$ cat config.mk
export PLATFORM = sky130hd
export DESIGN_NAME = bcd_updown_cnt
export DESIGN_NICKNAME = d
export VERILOG_FILES = /design/src/rtl/bcd_pkg.sv /design/src/rtl/bcd_digit_step.sv /design/src/rtl/bcd_updown_cnt.sv
export SDC_FILE = /design/constraint.sdc
export NUM_CORES = 1
export LEC_CHECK = 0
export BUFFER_PORTS_ARGS = -buffer_cell sky130_fd_sc_hd__buf_2
export CAP_MARGIN = 20
export CORE_MARGIN = 3
export CORE_UTILIZATION = 55
export DETAILED_ROUTE_END_ITERATION = 8
export PLACE_DENSITY = 0.78
export SLEW_MARGIN = 20
export SYNTH_ARGS = -nofsm -noshare
export SYNTH_HDL_FRONTEND = slang
export SYNTH_HIERARCHICAL = 1
export SYNTH_SLANG_ARGS = --single-unit
$ cat constraint.sdc
create_clock -name clk -period 4.02 [get_ports clk]
set_clock_uncertainty 0.2 [all_clocks]
set_input_delay 0.402 -clock clk [delete_from_list [all_inputs] [get_ports clk]]
set_output_delay 0.402 -clock clk [all_outputs]
set_load 0.005 [all_outputs]
$ cat src/rtl/bcd_pkg.sv
// Shared BCD types, digit limits and a nibble validity helper.
// Imported by bcd_digit_step and bcd_updown_cnt.
package bcd_pkg;

    typedef logic [3:0] bcd_digit_t;

    localparam bcd_digit_t BCD_MAX_DIGIT = 4'd9;
    localparam bcd_digit_t BCD_MIN_DIGIT = 4'd0;

    function automatic logic bcd_valid(input bcd_digit_t d);
        return (d <= BCD_MAX_DIGIT);
    endfunction

endpackage

$ cat src/rtl/bcd_digit_step.sv
// One BCD digit of the up/down chain: steps when cin_i is set,
// rolling 9->0 (up) or 0->9 (down) and raising cout_o on roll.
module bcd_digit_step
    import bcd_pkg::*;
(
    input  bcd_digit_t digit_i,
    input  logic       up_dn_i,
    input  logic       cin_i,
    output bcd_digit_t digit_o,
    output logic       cout_o
);

    // Per-digit increment/decrement with carry/borrow out
    always_comb begin
        digit_o = digit_i;
        cout_o  = 1'b0;
        if (cin_i) begin
            if (up_dn_i) begin
                if (digit_i >= BCD_MAX_DIGIT) begin
                    digit_o = BCD_MIN_DIGIT;
                    cout_o  = 1'b1;
                end else begin
                    digit_o = digit_i + 4'd1;
                end
            end else begin
                if (digit_i == BCD_MIN_DIGIT) begin
                    digit_o = BCD_MAX_DIGIT;
                    cout_o  = 1'b1;
                end else begin
                    digit_o = digit_i - 4'd1;
                end
            end
        end
    end

endmodule

$ cat src/rtl/bcd_updown_cnt.sv
// Multi-digit BCD up/down counter with clear, checked load, tc and wrap.
// BCD_UPDOWN_CNT_SAT_EN: saturate at TOP/0 instead of wrapping.
module bcd_updown_cnt
    import bcd_pkg::*;
#(
    parameter int                   DIGITS = 4,
    parameter logic [4*DIGITS-1:0]  TOP    = 16'h9999
) (
    input  logic                clk,
    input  logic                rst_n,
    input  logic                clr,
    input  logic                en,
    input  logic                up_dn,
    input  logic                load,
    input  logic [4*DIGITS-1:0] load_val,
    output logic [4*DIGITS-1:0] q,
    output logic                tc,
    output logic                wrap,
    output logic                load_err
);

    localparam int W = 4 * DIGITS;

    logic [W-1:0]    q_q, q_d;
    logic            wrap_q, wrap_d;
    logic            err_q, err_d;
    logic [W-1:0]    step_val;
    logic [DIGITS:0] carry;
    logic            at_top;
    logic            at_lim;
    logic            ld_ok;
    logic            ld_le;

    // The least significant digit always steps; each digit's roll
    // carries or borrows into the next.
    assign carry[0] = 1'b1;

    for (genvar i = 0; i < DIGITS; i++) begin : g_dig
        bcd_digit_step u_step (
            .digit_i (q_q[4*i +: 4]),
            .up_dn_i (up_dn),
            .cin_i   (carry[i]),
            .digit_o (step_val[4*i +: 4]),
            .cout_o  (carry[i+1])
        );
    end

    // A borrow out of the top digit means every digit was 0.
    assign at_top = (q_q == TOP);
    assign at_lim = up_dn ? at_top : carry[DIGITS];

    assign tc = en & ~clr & ~load & at_lim;

    // Load check: legal nibbles and nibble-wise magnitude <= TOP,
    // higher digits overriding the verdict of lower ones.
    always_comb begin
        ld_ok = 1'b1;
        ld_le = 1'b1;
        for (int i = 0; i < DIGITS; i++) begin
            if (!bcd_valid(load_val[4*i +: 4])) begin
                ld_ok = 1'b0;
            end
            if (load_val[4*i +: 4] > TOP[4*i +: 4]) begin
                ld_le = 1'b0;
            end else if (load_val[4*i +: 4] < TOP[4*i +: 4]) begin
                ld_le = 1'b1;
            end
        end
    end

    // Next state in priority order clr > load > en
    always_comb begin
        q_d    = q_q;
        wrap_d = 1'b0;
        err_d  = 1'b0;
        if (clr) begin
            q_d = '0;
        end else if (load) begin
            if (ld_ok && ld_le) begin
                q_d = load_val;
            end else begin
                err_d = 1'b1;
            end
        end else if (en) begin
            if (at_lim) begin
`ifdef BCD_UPDOWN_CNT_SAT_EN
                q_d = q_q;
`else
                q_d    = up_dn ? '0 : TOP;
                wrap_d = 1'b1;
`endif
            end else begin
                q_d = step_val;
            end
        end
    end

    // Count and pulse registers
    always_ff @(posedge clk or negedge rst_n) begin
        if (!rst_n) begin
            q_q    <= '0;
            wrap_q <= 1'b0;
            err_q  <= 1'b0;
        end else begin
            q_q    <= q_d;
            wrap_q <= wrap_d;
            err_q  <= err_d;
        end
    end

    assign q        = q_q;
    assign wrap     = wrap_q;
    assign load_err = err_q;

endmodule

**Word-level counts from Yosys, hierarchy flattened**

Index checks and enable logic that the tools add are counted.
Widths: inputs -> output; s select.

- Mux-type cells: 53
- Eq/ne operators: 2
- $lt $le $gt $ge: 15
- Reduce and logical (&&, ||, !) cells: 13
- Bitwise operators: 5
- Add/sub/neg operators: 8

Operators with widths:

| kind | count |
|---|---|
| $mux 16 | 6 |
| $mux 4 | 15 |
| $mux 1 | 32 |
| $add 4x1->4 const B | 4 |
| $eq 16x16->1 const B | 1 |
| $ge 4x4->1 const B | 4 |
| $gt 4x4->1 const B | 4 |
| $le 4x4->1 const B | 4 |
| $logic_not 4->1 | 4 |
| $sub 4x1->4 const B | 4 |
| $lt 4x4->1 const B | 3 |
| $reduce_bool 4->1 | 3 |
| $reduce_and 3->1 | 3 |
| $and 1x1->1 | 3 |
| $ne 3x2->1 const B | 1 |
| $reduce_bool 3->1 | 1 |
| $not 1->1 | 2 |
| $reduce_and 2->1 | 1 |
| $logic_and 1x1->1 | 1 |

- Word-level logic and storage cells: 102
- Output and inout port bits: 19
- Flip-flop bits (word level): 18
- Bits of input ports: 22

**Logic depth before layout (Yosys ltp)**

Gate-level depths: netlist of run 1.

- Depth after elaboration: 12
- Gate-level depth with buffers: 20
- Mapped depth without buffers: 15

**By module**

Netlist of run 1, hierarchy kept.

Modules (own cells, without submodules):

| module | instances | sequential area each (µm²) | cells each | area each (µm²) |
|---|---|---|---|---|
| bcd_updown_cnt | 1 | 450.4 | 128 | 1,203.7 |
| bcd_digit_step | 4 | 0.0 | 38 | 290.3 |

**Least setup slack after synthesis of run 1**

OpenSTA, ideal clock, no wires.

- Kind: register to register
- Start: register q_q[0], in the netlist q[0]
- End: register q_q[4], in the netlist q[4]
- Required time: 3.698 ns
- Stages on the path, launching flop included: 21
- Clock period less this slack: 3.455 ns
- Arrival time: 3.133 ns
- Setup slack: 0.565 ns
- Buffers on the path: 5
- Path through: dfrtp_1 > inv_1 > ha_1 > or3b_4 > a21boi_2 > nor2_1 > buf_2 > o21ai_0 > nor2_1 > buf_2 > o21ai_0 > nor2_1 > buf_2 > o21ai_0 > nor2_1 > nand2b_1 > buf_2 > and2_1 > buf_2 > nand3_4 > a32o_1

- Cells in the longest elaborated chain, start to end: 11
- Elaborated cells on any way between the ends: 16
- Those cells by class: order compare (1); eq/ne (1); mux (11); reduce/logical (3)

Ends and longest elaborated chain:

| what | line | source |
|---|---|---|
| from (decl) | bcd_updown_cnt.sv:24 | `logic [W-1:0] q_q, q_d;` |
| from (signal assigned) | bcd_updown_cnt.sv:105 | `q_q <= q_d;` |
| $ge 4x4->1 or $logic_not 4->1 (tied branches) | bcd_digit_step.sv:19, bcd_digit_step.sv:26 |  |
| $mux 1 (on tied branches) | bcd_digit_step.sv:19, bcd_digit_step.sv:26 |  |
| $mux 1 * | bcd_digit_step.sv:18 | `if (up_dn_i) begin` |
| via carry[1] | bcd_updown_cnt.sv:28 | `logic [DIGITS:0] carry;` |
| $mux 1 * | bcd_digit_step.sv:17 | `if (cin_i) begin` |
| via carry[2] | bcd_updown_cnt.sv:28 |  |
| $mux 1 * | bcd_digit_step.sv:17 |  |
| via carry[3] | bcd_updown_cnt.sv:28 |  |
| $mux 1 * | bcd_digit_step.sv:17 |  |
| via carry[4] | bcd_updown_cnt.sv:28 |  |
| $mux 1 * | bcd_updown_cnt.sv:50 | `assign at_lim = up_dn ? at_top : carry[DIGITS];` |
| $mux 16 | bcd_updown_cnt.sv:85 | `if (at_lim) begin` |
| $mux 16 | bcd_updown_cnt.sv:84 | `end else if (en) begin` |
| $mux 16 | bcd_updown_cnt.sv:78 | `end else if (load) begin` |
| $mux 16 | bcd_updown_cnt.sv:76 | `if (clr) begin` |

The timed path passes the listed nets; every way through them passes the cells marked *. The select of a mux whose other input is x is not followed.
A chain may end at the register's enable or synchronous reset.

**Final worst setup path of run 1**

- Start: register q_q[0], in the netlist q[0]
- End: output tc

- Cells in the longest elaborated chain, start to end: 8
- Elaborated cells on any way between the ends: 11
- Those cells by class: order compare (1); eq/ne (1); mux (7); bitwise (1); reduce/logical (1)

Ends and longest elaborated chain:

| what | line | source |
|---|---|---|
| $ge 4x4->1 or $logic_not 4->1 (tied branches) | bcd_digit_step.sv:19, bcd_digit_step.sv:26 |  |
| $mux 1 (on tied branches) | bcd_digit_step.sv:19, bcd_digit_step.sv:26 |  |
| $mux 1 * | bcd_digit_step.sv:18 |  |
| via carry[1] | bcd_updown_cnt.sv:28 |  |
| $mux 1 * | bcd_digit_step.sv:17 |  |
| via carry[2] | bcd_updown_cnt.sv:28 |  |
| $mux 1 * | bcd_digit_step.sv:17 |  |
| via carry[3] | bcd_updown_cnt.sv:28 |  |
| $mux 1 * | bcd_digit_step.sv:17 |  |
| via carry[4] | bcd_updown_cnt.sv:28 |  |
| $mux 1 * | bcd_updown_cnt.sv:50 |  |
| $and 1x1->1 * | bcd_updown_cnt.sv:52 | `assign tc = en & ~clr & ~load & at_lim;` |
| to (decl) | bcd_updown_cnt.sv:17 | `output logic tc,` |

The timed path passes the listed nets; every way through them passes the cells marked *.

==> results of run 1 <==
cells in the final DEF, fill, tap and decap left out, drive strengths merged, types with 2 or more instances in the layout:
cell,count
o32ai,4
or4b,4
inv,17
a21boi,4
nand3,17
nor4b,4
a32o,8
o22ai,4
nand2,22
nand3b,4
and2b,4
nor2,14
a21oi,7
a221o,4
a2111oi,8
dfrtp,18
o2111ai,8
o211ai,8
mux2i,4
buf,45
ha,16
a22o,8
o21ai,20
nand2b,13
or3b,5
nor3b,4
a311o,4
and2,2
a31o,8
and4bb,2
clkbuf,3
or2,4
sequential cells by signal, summed over array words and instances, names as in the netlist:
| name | cells |
|---|---|
| load_err | 1 |
| q | 16 |
| wrap | 1 |
kinds of logic after synthesis:
group / Yosys count / share of synthesized area
adders and majority gates: 16 / 0.08466
and+or+nand+nor: 103 / 0.2767
AOI/OAI and AO/OA: 97 / 0.3280
other: 1 / 0.001586
muxes: 4 / 0.01693
DFF: 18 / 0.1905
buffers and inverters: 41 / 0.1016
worst max-delay path: cells and delay by family, from the launching register on:
family                     cells  cell delay, ns
and+or+nand+nor                6            0.83
adders and majority gates      1            0.26
DFF                            1            0.50
AOI/OAI and AO/OA              5            0.54
buffers and inverters          4            0.68
metal layers:
layer | wire length [µm] | vias to the layer above | global-route usage
li1 | - | 1127 | -
met1 | 2909 | 1132 | 0.3670
met2 | 2894 | 120 | 0.3857
met3 | 535 | 6 | 0.04628
met4 | 40 | 0 | 0.04802
met5 | 0 | - | 0
metrics by stage:
| stage | hold slack [ns] | power [mW] | utilization | setup slack (ns) | std cells |
|---|---|---|---|---|---|
| after floorplan | -0.09359 | 0.4075 | - | 0.5652 | 280 |
| after global placement | 0.1706 | 0.4649 | 0.6090 | 0.6616 | 351 |
| after detailed placement | 0.1684 | 0.4678 | 0.6090 | 0.6580 | 351 |
| after CTS | 0.3157 | 0.5965 | 0.6216 | 0.3972 | 355 |
| after global routing | 0.3417 | 0.6347 | 0.6216 | 0.04112 | 355 |
| final | 0.3129 | 0.5997 | 0.6216 | 0.3500 | 355 |
final timing paths:
path	from	to	slack, ns	cells after the start
setup / recovery	q[0]	tc	0.35	16
hold / removal	load_val[13]	q[13]	0.31	4
setup reg to reg	q[0]	q[14]	0.55	16
hold reg to reg	q[1]	q[1]	0.47	1
max in group asynchronous	rst_n	q[11]	2.88	2
min in group asynchronous	rst_n	load_err	0.43	2
final cells by class:
class	count	area, µm²	area share
Inverter	17	63.81	0.02512
Clock buffer	3	41.29	0.01626
Sequential cell	18	450.4	0.1773
Tap cell	50	62.56	0.02463
Multi-Input combinational cell	221	1674	0.6591
Timing Repair Buffer	46	247.7	0.09754
where the power goes:
part	switching [mW]	internal [mW]
Clock	0.0635	0.0667
Combinational	0.125	0.117
Sequential	0.0350	0.193
what timing repair did:
action                                 4_1_cts  5_1_grt
resized for setup                            0        0
endpoints found under the hold margin       18        0
hold buffers                                 1        0
==> results.yml, run 1 <==
outcome:
  status: "finished, final reports clean"
clock_tree:
  cts_tree: "done"
  cts.path.max_buffers: 2
  cts-buffers-inserted: 3
  clock_latency_ns: 0.25
  cts_sinks: 18
  post_cts.repair.setup_buffers: 0
  path_clk_slew_ns: 0.07
  htreeDepth: 1
  cts_root_buffer: "clkbuf_8"
sta:
  slew_viol_final: 0
  slew_headroom: 0.4920
  rsz0062_at_grt: "false"
  period_share: 0.9129
  post-route-min-period_ns: 3.670
  finalSetupViolCount: 0
  fin_setup_tns_ns: 0
  max_freq_mhz: 272.5
  tightest_slew_ns: 0.7604
  hold_viol: 0
run:
  drv_cap: 0
logic_synthesis:
  ys_warn_count: 6
  synth.area.top_cells: "dfrtp_1, ha_1, buf_6"
  yosysTopAreaCell: "dfrtp_1"
  synth_fp_nets: 318
  synth_cell_types: 46
  synth_top_area_frac: 0.1905
  syn_inst: 280
  syn_area_per_cell_um2: 8.446
  syn_area_um2: 2365
  ys_seq_area_frac: 0.1905
  ys_top_cells_by_count: "nand2_1, dfrtp_1, inv_1"
  synth-edff-count: 0
  synth_ff_type: "dfrtp_1"
  ys_ff_latch: 18
  synthArstFlopShare: 1.000
  yosysMostFrequentCell: "nand2_1"
route:
  dr.first_iter.drc_count: 198
  vias_per_cell: 6.718
  wl_per_cell_um: 17.97
  drt_wl_total_um: 6380
  drcViolationCount: 0
  via_count: 2385
  antenna_left: 0
  firstDrtPassIters: 5
power_and_ir_drop:
  ir_drop_mv: 0.2312
  p_leak_nw: 1.115
  powerDensity_nw_per_um2: 236.1
global_routing:
  antenna_found_initial: 0
  grt_max_degree: 21
  grt_pass1_vias: 2038
  grt_usage: 0.2501
  grt_overflow: 0
  grt_pass1_wl_um: 10340
critical_path:
  cp_max_fo: 18
  crit_chain: "inv_1, ha_1, nor3b_1, o21ai_0, nor2_1, o21ai_0, nor2_1, o21ai_0, nor2_1, buf_4, o21ai_0, nor2_1, nand2b_1, buf_4, a21oi_1, buf_2"
  cp_slowest_cell: "dfrtp_1"
  cp.arrival_ns: 3.07
  crit_type: "reg -> out"
  crit_path_start_kind: "flip-flop"
  slowest_delay_ns: 0.50
  crit_required_ns: 3.42
  end_kind: "output pin"
floorplan:
  coreArea_um2: 4086
  dieArea_um2: 5122
  rows: 23
  die_y_um: 71.57
  io_pins: 41
  die_width_um: 71.57
  start_util: 0.5787
placement:
  dpl_cell_area_um2: 2489
  dp_hpwl_um: 4582
  gp_congestion: 0.9767
  portBuffers: 40
finish:
  drive_gt1_frac: 0.2525
  final_cell_area_um2: 2540
  diodes: 0
  nFillCells: 368
  area_delta_synth_final_pct: 7.408
  layout.nets: 345
hold_path:
  min-delay-path-class: "in -> reg"
(Power assumes the default switching activity.)
==> run 2: changes to the inputs <==
- REMOVE_ABC_BUFFERS: not set -> 1
==> results.yml, run 2 (same netlist as run 1, synthesis figures left out) <==
route:
  firstDrtPassIters: 5
  wl_per_cell_um: 17.34
  drt_wl_total_um: 6191
  drcViolationCount: 0
  antenna_left: 0
  vias_per_cell: 6.616
  dr.first_iter.drc_count: 271
  via_count: 2362
finish:
  area_delta_synth_final_pct: 8.413
  final-seq-area_um2: 450.4
  mostFrequentLayoutCell: "buf_2"
  multi_input_area_um2: 1677
  final_cell_area_um2: 2564
  diodes: 0
  final_cell_mix: "buf_2, nand2_1, dfrtp_1, inv_1"
  largest_register_ff_count: 16
  layout.nets: 346
  drive_gt1_frac: 0.2606
  nFillCells: 365
clock_tree:
  cts_tree: "done"
  cts-buffers-inserted: 3
  cts_root_buffer: "clkbuf_8"
  clock_latency_ns: 0.26
  htreeDepth: 1
  cts_sinks: 18
  path_clk_slew_ns: 0.07
  cts.path.max_buffers: 2
  post_cts.repair.setup_buffers: 0
run:
  drv_cap: 0
power_and_ir_drop:
  comb_power_share: 0.394
  p_leak_nw: 1.128
  powerDensity_nw_per_um2: 242.3
  power_switching_share: 0.3590
  finalPower_mw: 0.6212
  ir_drop_mv: 0.2054
  clkPwrFrac: 0.245
  intPower_mw: 0.3982
  seqPwrFrac: 0.361
  power.switching_mw: 0.2230
outcome:
  status: "finished, final reports clean"
hold_path:
  min-delay-path-class: "in -> reg"
  worstHoldStart: "load_val[10]"
  hold_depth: 4
  hold_path_end: "q[10]"
global_routing:
  grt_pass1_vias: 2023
  use_met3: 0.03506
  grt_usage: 0.2370
  antenna_found_initial: 0
  grt_util_met1: 0.3675
  grt_max_degree: 24
  grt_pass1_wl_um: 10010
  top_usage_layer: "met1"
  grt_overflow: 0
  grtUsageMet2: 0.3633
critical_path:
  critPathTopFamily: "simple AND/OR/NAND/NOR gates"
  crit_path_start_kind: "flip-flop"
  cp_max_fo: 10
  crit_chain: "inv_1, ha_1, nor3b_1, o21ai_0, nor2_2, o21ai_0, nor2_1, o21ai_0, nor2_1, o21ai_0, nor2_1, nand2b_1, a21oi_1, buf_2"
  worstRegToRegCells: 16
  cp.arrival_ns: 2.99
  slowest_delay_ns: 0.38
  worstReg2RegEnd: "q[14]"
  crit_type: "reg -> out"
  cpMostUsedCell: "o21ai_0"
  crit_required_ns: 3.42
  rr_startpoint: "q[1]"
  cp_slowest_cell: "dfrtp_1"
  end_kind: "output pin"
  crit_buf_inv: 2
  rrSetupSlack_ns: 0.49
sta:
  slew_viol_final: 0
  finalSetupViolCount: 0
  hold_viol: 0
  post-route-min-period_ns: 3.597
  tightest_slew_ns: 0.7062
  max_freq_mhz: 278.0
  rsz0062_at_grt: "false"
  slew_headroom: 0.5282
  worst_hold_slack_ns: 0.3142
  fin_setup_tns_ns: 0
  period_share: 0.8947
floorplan:
  coreArea_um2: 4086
  die_y_um: 71.57
  io_pins: 41
  start_util: 0.5787
  rows: 23
  die_width_um: 71.57
  dieArea_um2: 5122
placement:
  dp_hpwl_um: 4456
  dpl_cell_area_um2: 2496
  portBuffers: 40
  gp_congestion: 0.9413
[run 2: worst reg2reg max path, cell delays in order, from the launching register on]
cell and delay, ns:
dfrtp_1 0.38, inv_1 0.13, ha_1 0.24, nor3b_1 0.29, o21ai_0 0.15, nor2_2 0.30, o21ai_0 0.14, nor2_1 0.17
o21ai_0 0.11, nor2_1 0.12, buf_4 0.17, nand2b_1 0.09, a2111oi_0 0.36, a221o_1 0.20, nand3_1 0.08, o211ai_1 0.19
a22o_1 0.14
[run 2: timing repair]
item                                    in CTS  in global routing
hold buffers                                 1                  0
endpoints found under the hold margin       18                  0
gates resized for setup                      0                  1
endpoints found under the setup margin       0                  2
[run 2: power by group through the flow]
stage	logic [mW]	clock network (mW)	registers, mW
3_5_place_dp	0.240	0	0.228
5_1_grt	0.267	0.162	0.228
3_3_place_gp	0.237	0	0.228
4_1_cts	0.242	0.153	0.224
2_1_floorplan	0.163	0	0.223
6_report	0.245	0.152	0.224
[run 2: final cells by class]
class	instances	area share
Tap cell	50	0.02440
Multi-Input combinational cell	221	0.6540
Clock buffer	4	0.02147
Sequential cell	18	0.1757
Inverter	17	0.02489
Timing Repair Buffer	47	0.09956
[run 2: metal layers]
layer / vias up / share of wire
met4: 0 / 0.0037
met1: 1115 / 0.45
met2: 118 / 0.45
met5: - / 0
met3: 2 / 0.094
li1: 1127 / -
[run 2: worst max path at each step]
stage,from,endpoint,cells past startpoint
finish,q[1],tc,14
global route,q[0],tc,14
CTS,q[1],tc,14
detailed placement,q[1],q[14],16
global placement,q[1],q[14],16
floorplan,q[0],q[4],15
[run 2: metrics by stage]
stage / util / cells / setup WS, ns
floorplan: - / 256 / 0.06607
global placement: 0.6108 / 352 / 0.5334
detailed placement: 0.6108 / 352 / 0.3790
CTS: 0.6268 / 357 / 0.2798
global route: 0.6274 / 357 / 0.06288
finish: 0.6274 / 357 / 0.4234
==> run 3: changes to the inputs <==
- ABC_AREA: not set -> 1
==> results.yml, run 3 <==
outcome:
  status: "finished, final reports clean"
placement:
  dp_hpwl_um: 4652
  gp_congestion: 0.9625
  place_inst: 486
  portBuffers: 40
critical_path:
  end_kind: "output pin"
  rrSetupSlack_ns: 0.83
  crit_required_ns: 3.42
  cpMostUsedCell: "nand2_2"
  crit_path_start_kind: "flip-flop"
  slowest_delay_ns: 0.47
  crit_buf_inv: 6
  cp.arrival_ns: 3.07
  crit_chain: "inv_1, ha_1, nand3_2, nand2_2, nand2_2, nor2_1, buf_4, nand2_2, nor2_1, buf_4, nand2_2, nor2_1, nand2_2, nor2_1, inv_1, nor2_2, inv_4, a21oi_1, buf_2"
  cp_slowest_cell: "dfrtp_1"
  crit_type: "reg -> out"
  cp_max_fo: 18
  critPathTopFamily: "simple AND/OR/NAND/NOR gates"
hold_path:
  min-delay-path-class: "in -> reg"
power_and_ir_drop:
  powerDensity_nw_per_um2: 242.2
  finalPower_mw: 0.6521
  p_leak_nw: 1.522
  ir_drop_mv: 0.1464
route:
  drt_wl_total_um: 6488
  vias_per_cell: 5.224
  antenna_left: 0
  dr.first_iter.drc_count: 155
  drcViolationCount: 0
  firstDrtPassIters: 4
  via_count: 2560
  wl_per_cell_um: 13.24
sta:
  period_share: 0.9136
  tightest_slew_ns: 0.7571
  max_freq_mhz: 272.3
  fin_setup_tns_ns: 0
  slew_headroom: 0.4952
  slew_viol_final: 0
  rsz0062_at_grt: "false"
  finalSetupViolCount: 0
  hold_viol: 0
  post-route-min-period_ns: 3.673
clock_tree:
  post_cts.repair.setup_buffers: 0
  cts_tree: "done"
  path_clk_slew_ns: 0.07
  htreeDepth: 1
  cts_sinks: 18
  cts-buffers-inserted: 3
  cts_root_buffer: "clkbuf_8"
  clock_latency_ns: 0.26
  cts.path.max_buffers: 2
run:
  drv_cap: 0
finish:
  drive_gt1_frac: 0.2182
  multi_input_area_um2: 1719
  instances_no_fill: 490
  layout.nets: 480
  mostFrequentLayoutCell: "nand2_1"
  area_delta_synth_final_pct: 14.59
  diodes: 0
  final-seq-area_um2: 450.4
  utilization: 0.6636
  final_cell_mix: "nand2_1, nor2_1, inv_1, buf_2, nand3_1"
  largest_register_ff_count: 16
  nFillCells: 390
logic_synthesis:
  syn_inst: 390
  synth-edff-count: 0
  yosysTopAreaCell: "nand2_1"
  syn_area_per_cell_um2: 6.025
  ys_top_cells_by_count: "nand2_1, nor2_1, inv_1"
  synth_top_area_frac: 0.2157
  synth_cell_types: 27
  synth.area.top_cells: "nand2_1, dfrtp_1, nand3_2"
  ys_warn_count: 6
  ys_ff_latch: 18
  synth_ff_type: "dfrtp_1"
  synthArstFlopShare: 1.000
  syn_area_um2: 2350
  yosysMostFrequentCell: "nand2_1"
  ys_seq_area_frac: 0.1917
floorplan:
  die_width_um: 71.36
  start_util: 0.5791
  die_y_um: 71.36
  rows: 23
  dieArea_um2: 5092
  io_pins: 41
  coreArea_um2: 4058
global_routing:
  grt_usage: 0.2664
  grt_pass1_wl_um: 11080
  antenna_found_initial: 0
  grt_overflow: 0
  grt_pass1_vias: 2476
  grt_max_degree: 22
## run 3: power breakdown
| part | switching (mW) | total, mW | internal, mW |
|---|---|---|---|
| Sequential | 0.0377 | 0.233 | 0.195 |
| Clock | 0.0642 | 0.131 | 0.0667 |
| Combinational | 0.176 | 0.289 | 0.112 |
## run 3: worst min-delay path: cells and delay by family
| kind | cells | cell delay (ns) |
|---|---|---|
| simple gates | 1 | 0.08 |
| buf+inv | 1 | 0.10 |
| compound gates | 1 | 0.05 |
## run 3: stage by stage
stage,hold slack [ns],worst slack [ns],area (µm²)
2_1_floorplan,-0.09359,0.5813,2344
3_3_place_gp,0.1769,0.7466,2636
3_5_place_dp,0.1857,0.6145,2636
4_1_cts,0.2110,0.2957,2688
5_1_grt,0.2545,0.007474,2693
6_report,0.2095,0.3475,2693
## run 3: logic make-up after synthesis
logic type / Yosys count / share of synthesized area
adders and majority gates: 16 / 0.08520
and+or+nand+nor: 256 / 0.5096
other: 1 / 0.001596
xor gates and xnor gates: 4 / 0.01491
DFF: 18 / 0.1917
buffers and inverters: 52 / 0.08892
AOI/OAI and AO/OA: 43 / 0.1081
## run 3: final cells by class
type,instances,share of cell area
multi-input cells,327,0.6385
clock buffers,3,0.01533
inverters,47,0.06645
well taps,50,0.02323
repair buffers,45,0.08922
flip-flops and latches,18,0.1673
## run 3: path summary, 6_finish.rpt
| kind | start | end | cells past startpoint |
|---|---|---|---|
| worst max-delay path | q[0] | tc | 19 |
| worst min-delay path | en | wrap | 3 |
| worst max register to register | q[0] | q[14] | 24 |
| worst min register to register | q[1] | q[1] | 2 |
| max in group asynchronous | rst_n | load_err | 2 |
| min in group asynchronous | rst_n | q[8] | 2 |
## run 3: timing repair
action / 4_1_cts / 5_1_grt
hold endpoints to repair: 18 / 0
resized for setup: 0 / 3
hold buffers: 1 / 0
setup endpoints to repair: 0 / 1
## run 3: per-layer routing
layer	track usage	up-vias	routed length, µm
met1	0.3438	1126	2789
met4	0.08351	0	65
met5	0	-	0
li1	-	1335	-
met2	0.4592	91	3249
met3	0.03647	8	383
